==> src/rtl/gpio_pulse_gen.sv <==
// Per-pin one-shot pulse generator: a trigger starts a pulse of `length` clocks at the
// inverted idle level, with busy while running and a done strobe when it finishes.
module gpio_pulse_lane #(
    parameter int CNT_WIDTH = 8
) (
    input  logic                 clk,
    input  logic                 reset,
    input  logic                 trigger,
    input  logic [CNT_WIDTH-1:0] length,
    output logic                 busy,
    output logic                 done
);
    typedef enum logic {IDLE = 1'b0, ACTIVE = 1'b1} state_t;

    localparam logic [CNT_WIDTH-1:0] CNT_ONE = CNT_WIDTH'(1);

    state_t               state;
    logic [CNT_WIDTH-1:0] counter;

    always_ff @(posedge clk) begin
        if (!reset) begin
            state   <= IDLE;
            counter <= '0;
            busy    <= 1'b0;
            done    <= 1'b0;
        end else begin
            done <= 1'b0;
            case (state)
                IDLE: begin
                    // A zero length is not a pulse: stay idle and never strobe done.
                    if (trigger && (length != '0)) begin
                        state   <= ACTIVE;
                        counter <= length;
                        busy    <= 1'b1;
                    end
                end
                ACTIVE: begin
                    // Trigger is ignored here; the count of 1 ends the pulse, so no wrap.
                    if (counter == CNT_ONE) begin
                        state   <= IDLE;
                        counter <= '0;
                        busy    <= 1'b0;
                        done    <= 1'b1;
                    end else begin
                        counter <= counter - CNT_ONE;
                    end
                end
                default: begin
                    state   <= IDLE;
                    counter <= '0;
                    busy    <= 1'b0;
                end
            endcase
        end
    end
endmodule

module gpio_pulse_gen #(
    parameter int WIDTH     = 16,
    parameter int CNT_WIDTH = 8
) (
    input  logic                 clk,
    input  logic                 reset,
    input  logic [WIDTH-1:0]     trigger,
    input  logic [WIDTH-1:0]     polarity,
    input  logic [CNT_WIDTH-1:0] length,
    output logic [WIDTH-1:0]     out,
    output logic [WIDTH-1:0]     busy,
    output logic [WIDTH-1:0]     done
);
    for (genvar i = 0; i < WIDTH; i++) begin : g_pin
        gpio_pulse_lane #(.CNT_WIDTH(CNT_WIDTH)) u_lane (
            .clk     (clk),
            .reset   (reset),
            .trigger (trigger[i]),
            .length  (length),
            .busy    (busy[i]),
            .done    (done[i])
        );
    end

    // Polarity is live so idle level changes take effect without waiting for a clock.
    assign out = polarity ^ busy;
endmodule

==> config.mk <==
export PLATFORM = sky130hd
export DESIGN_NAME = gpio_pulse_gen
export DESIGN_NICKNAME = d
export VERILOG_FILES = /design/src/rtl/gpio_pulse_gen.sv
export SDC_FILE = /design/constraint.sdc
export NUM_CORES = 1
export LEC_CHECK = 0
export ABC_AREA = 1
export BUFFER_PORTS_ARGS = -buffer_cell sky130_fd_sc_hd__buf_2
export CAP_MARGIN = 10
export CORE_MARGIN = 3
export CORE_UTILIZATION = 48
export CTS_BUF_LIST = sky130_fd_sc_hd__clkbuf_2 sky130_fd_sc_hd__clkbuf_4 sky130_fd_sc_hd__clkbuf_8
export CTS_CLUSTER_SIZE = 14
export DETAILED_ROUTE_END_ITERATION = 12
export PLACE_DENSITY = 0.66
export SETUP_SLACK_MARGIN = 0.4
export SLEW_MARGIN = 40
export SYNTH_ARGS = -nofsm -noshare
export SYNTH_HDL_FRONTEND = slang
export SYNTH_HIERARCHICAL = 1
export SYNTH_SLANG_ARGS = --single-unit
==> constraint.sdc <==
create_clock -name clk -period 3.3 [get_ports clk]
set_input_delay 0.66 -clock clk [delete_from_list [all_inputs] [get_ports clk]]
set_output_delay 0.66 -clock clk [all_outputs]
set_load 0.03 [all_outputs]
After elaboration in Yosys (flattened, before gate mapping)
Cells that the tools add are included.
{"block": "totals", "ff_bits": 176, "inputBits": 42, "output_inout_bits": 48, "word_cells": 354}
{"block": "classes", "addsub": 16, "n_eq_ne": 48, "muxes": 160, "bitwise": 17, "reduce_logical": 49}
{"cell": "2-to-1 mux 8 bit", "count": 32}
{"cell": "one-hot mux 8 bit (2 select lines)", "count": 16}
{"cell": "== test 8 x 1 -> 1 bit, second input constant", "count": 16}
{"cell": "subtractor 8 x 1 -> 8 bit, second input constant", "count": 16}
{"cell": "2-to-1 mux 1 bit", "count": 80}
{"cell": "one-hot mux 1 bit (2 select lines)", "count": 32}
{"cell": "AND reduction 2 bit", "count": 32}
{"cell": "!= test 2 x 1 -> 1 bit, second input constant", "count": 16}
{"cell": "!= test 2 bit, second input constant", "count": 16}
{"cell": "logical AND 1 bit", "count": 16}
{"cell": "inverter 1 bit", "count": 16}
{"cell": "bitwise XOR 16 bit", "count": 1}
{"cell": "nonzero test 8 bit", "count": 1}

Depth between registers and ports, before layout
{"block": "logic_depth", "depth_word": 4, "depth_mapped": 9, "ltp_nobuf": 9}

Hierarchy
The synthesis kept the hierarchy.
{"mod": "gpio_pulse_lane", "instances": 16, "cells_per_inst": 122, "area_each_um2": 739.5, "seq_area_each_um2": 220.2}
{"mod": "gpio_pulse_gen", "instances": 1, "cells_per_inst": 80, "area_each_um2": 300.3, "seq_area_each_um2": 0.0}

Worst setup path before layout
No wires, ideal clock.
{"block": "synth_path", "path_kind": "in2out", "startpoint": "in polarity[0]", "endpoint": "out out[0]", "arrival_ns": 0.961, "required_ns": 2.640, "setup_slack_ns": 1.679, "stages": 3, "path_buffers": 0, "path_cell_list": "inv_1 nand2_1 nand2_1"}
{"block": "synth_via", "elab_chain_cells": 1}
{"item": "from (decl)", "line_no": "65", "text": "input logic [WIDTH-1:0] polarity,"}
{"item": "bitwise XOR 16 bit", "line_no": "83", "text": "assign out = polarity ^ busy;"}
{"item": "to (decl)", "line_no": "67", "text": "output logic [WIDTH-1:0] out,"}
Every way passes these cells.

Worst setup path in the final report
{"block": "layout_path", "startpoint": "reg g_pin[3].u_lane.busy", "endpoint": "out out[3]"}
{"block": "layout_via", "elab_chain_cells": 1}
{"item": "from (decl)", "line_no": "10", "text": "output logic busy,"}
{"item": "from (signal assigned)", "line_no": "24", "text": "busy <= 1'b0;"}
{"item": "from (signal assigned)", "line_no": "34", "text": "busy <= 1'b1;"}
{"item": "from (signal assigned)", "line_no": "42", "text": "busy <= 1'b0;"}
{"item": "bitwise XOR 16 bit", "line_no": "83"}
Every way passes these cells.

==> results.cfg <==
[synthesis]
synth.distinct_cells = 19
avgSynthCellArea_um2 = 5.970
synth_edf_count = 0
ys_seq_area_frac = 0.2904
synth_async_sr_flop_share = 0
yosysWarnings = 6
netlist_instances = 2032
synthTopCellsByArea = dfxtp_1 29%, nand2_1 22%, nor2_1 14%, nor2_2 5.8%, inv_1 4.5%
syn_nets = 2106
synth_area_leader_cell = dfxtp_1
synth_ff_type = dfxtp_1
syn_area_um2 = 12130
synth_top_area_frac = 0.2904
ys_ff_latch = 176

[cells_and_area]
multi_input_area_um2 = 7727
final_nets = 2197
syn_to_final_growth_pct = 10.45
nFillCells = 2582
drive_gt1_frac = 0.1536
antenna_cells = 0
post-route-util = 0.5446
seqCellArea_um2 = 3523

[drt]
wl_per_cell_um = 12.41
viasPerCell = 4.935
wl_um = 30530
drtIter0Drc = 844
first_pass_iters = 5
drc = 0
postRouteAntennaNets = 0
vias = 12140

[hold_path]
holdPathStages = 2
holdPathEnd = g_pin[5].u_lane/counter[1]
worstHoldStart = g_pin[5].u_lane/counter[1]
min_path_type = reg2reg

[clock_network]
cts_resized = 0
clockBufferDepth = 2
clk_pin_slew_ns = 0.09
cts_tree = built
cts_setup_buffers = 0
clock_latency_ns = 0.47
postCtsHoldBufs = 0
cts_buffers = 17
cts.sinks = 176
root_buffer = clkbuf_8
htree_levels = 4

[sta]
period_needed_ns = 1.906
setup_viol = 0
tns_ns = 0
final_hold_viol_count = 0
slew_headroom = 0.4337
worstMarginPinSlew_ns = 0.8494
rsz0062_at_grt = false
max_freq_ghz = 0.5247
period_share = 0.5775
finalMaxSlewViolations = 0
fin_worst_skew_ns = 0.02065

[worst_setup_path]
r2r-start = g_pin[8].u_lane/counter[1]
worst_setup_path_start_kind = flop
arrival_ns = 1.25
r2r-end = g_pin[8].u_lane/counter[5]
path_common_cell = nand2_1
critPathMaxStageDelay_ns = 0.45
crit_path_end_kind = output pin
worstPathRequired_ns = 2.64
path_max_fanout = 4
slowest_stage = dfxtp_1
worstRegToRegCells = 9
crit_path_cell_trace = nand2_1 > nand2_1 > buf_2
path_class = reg2out
r2r_slack_ns = 1.98

[pwr]
power_density_nw_per_um2 = 437.3
p_leak_nw = 6.787
finalPower_w = 0.005859
vdd_drop_max_uv = 260.5

[global_routing]
grt_antenna_before_repair = 1
grt_overflow = 0
first_global_vias = 10990
grt_pass1_wl_um = 52090
track_usage = 0.2293
grt_max_degree = 49

[floorplanning]
fp.dieW_um = 165.0
ios = 90
die_h_um = 165.0
row_count = 57
floorplan.initialDensity = 0.4931
core_area_um2 = 24600
die-area_um2 = 27220

[run]
drv_cap = 0

[run_status]
run_status = completed

[placement]
place_congestion = 0.8868
hpwl_um = 20660
numPortBuffers = 89
==> cell usage after synthesis (32+ instances only) <==
library cell    n
clkbuf_1       32
dfxtp_1       176
a21oi_1        64
nand3b_1       48
nand2_1       704
ha_1           32
nand3_1        96
nor2_1        464
xor2_1         32
inv_1         144
nor2_2        112
==> power breakdown <==
| part | internal, W | total, W | leakage [nW] | switching [W] |
|---|---|---|---|---|
| Clock | 0.000616 | 0.00148 | 0.188 | 0.000865 |
| Sequential | 0.00232 | 0.00253 | 1.46 | 0.000210 |
| Combinational | 0.000653 | 0.00185 | 5.14 | 0.00119 |
| Total | 0.00359 | 0.00586 | 6.79 | 0.00227 |
==> state kept, by name, summed over array words and instances (netlist names) <==
signal and count:
g_pin.u_lane/busy 16, g_pin.u_lane/counter 128, g_pin.u_lane/state 16, g_pin.u_lane/done 16
==> cell usage in the layout, fill, tap and decap left out, types with 17 or more instances in the layout <==
| master | synthesis | routed |
|---|---|---|
| nand3b_1 | 48 | 48 |
| a21oi_1 | 64 | 64 |
| ha_1 | 32 | 32 |
| inv_6 | 16 | 21 |
| buf_2 | 0 | 88 |
| inv_1 | 144 | 144 |
| nand2_1 | 704 | 704 |
| nand3_1 | 96 | 96 |
| xor2_1 | 32 | 32 |
| clkinv_2 | 16 | 19 |
| nor2_2 | 112 | 112 |
| nor2_1 | 464 | 464 |
| clkbuf_8 | 0 | 17 |
| dfxtp_1 | 176 | 176 |
==> layout make-up <==
class / instances / area share
clock buffers: 18 / 0.01802
inverters: 176 / 0.05677
well taps: 324 / 0.03025
flip-flops and latches: 176 / 0.2630
multi-input cells: 1648 / 0.5767
clock inverters: 14 / 0.009711
repair buffers: 104 / 0.04557
==> stage by stage <==
stage / cells / worst slack [ns] / hold slack, ns / cell area (um^2)
after floorplan: 2032 / 1.679 / 0.4746 / 12130
after global placement: 2428 / 1.152 / 0.4915 / 13030
after detailed placement: 2428 / 1.106 / 0.4940 / 13030
after CTS: 2460 / 1.372 / 0.5103 / 13400
after global routing: 2460 / 1.302 / 0.5409 / 13400
final: 2460 / 1.394 / 0.5104 / 13400
==> worst max path at each step <==
stage,from,endpoint
final,g_pin[3].u_lane/busy,out[3]
after detailed placement,length[6],g_pin[4].u_lane/counter[2]
after floorplan,polarity[0],out[0]
after global placement,length[1],g_pin[8].u_lane/counter[6]
after global routing,g_pin[3].u_lane/busy,out[3]
after CTS,g_pin[0].u_lane/busy,out[0]
==> critical path: cells and delay by family (launching register included) <==
kind          cells  cell delay (ns)
buf+inv           1             0.18
flops             1             0.45
simple gates      2             0.15
==> layer usage <==
layer,up-vias,wire (um),track usage
li1,6437,-,-
met3,17,1290,0.03511
met5,-,11,0
met2,220,14260,0.3943
met4,2,248,0.04422
met1,5464,14720,0.3055
==> cells by family after synthesis <==
family | after synthesis | share of synthesized area
AO/OA/AOI/OAI | 112 | 0.06106
XOR/XNOR | 32 | 0.02310
adder cells (fa/ha/maj) | 32 | 0.03300
buffers and inverters | 208 | 0.07261
flip-flops | 176 | 0.2904
AND/OR/NAND/NOR | 1472 | 0.5198
(Power assumes the default switching activity.)
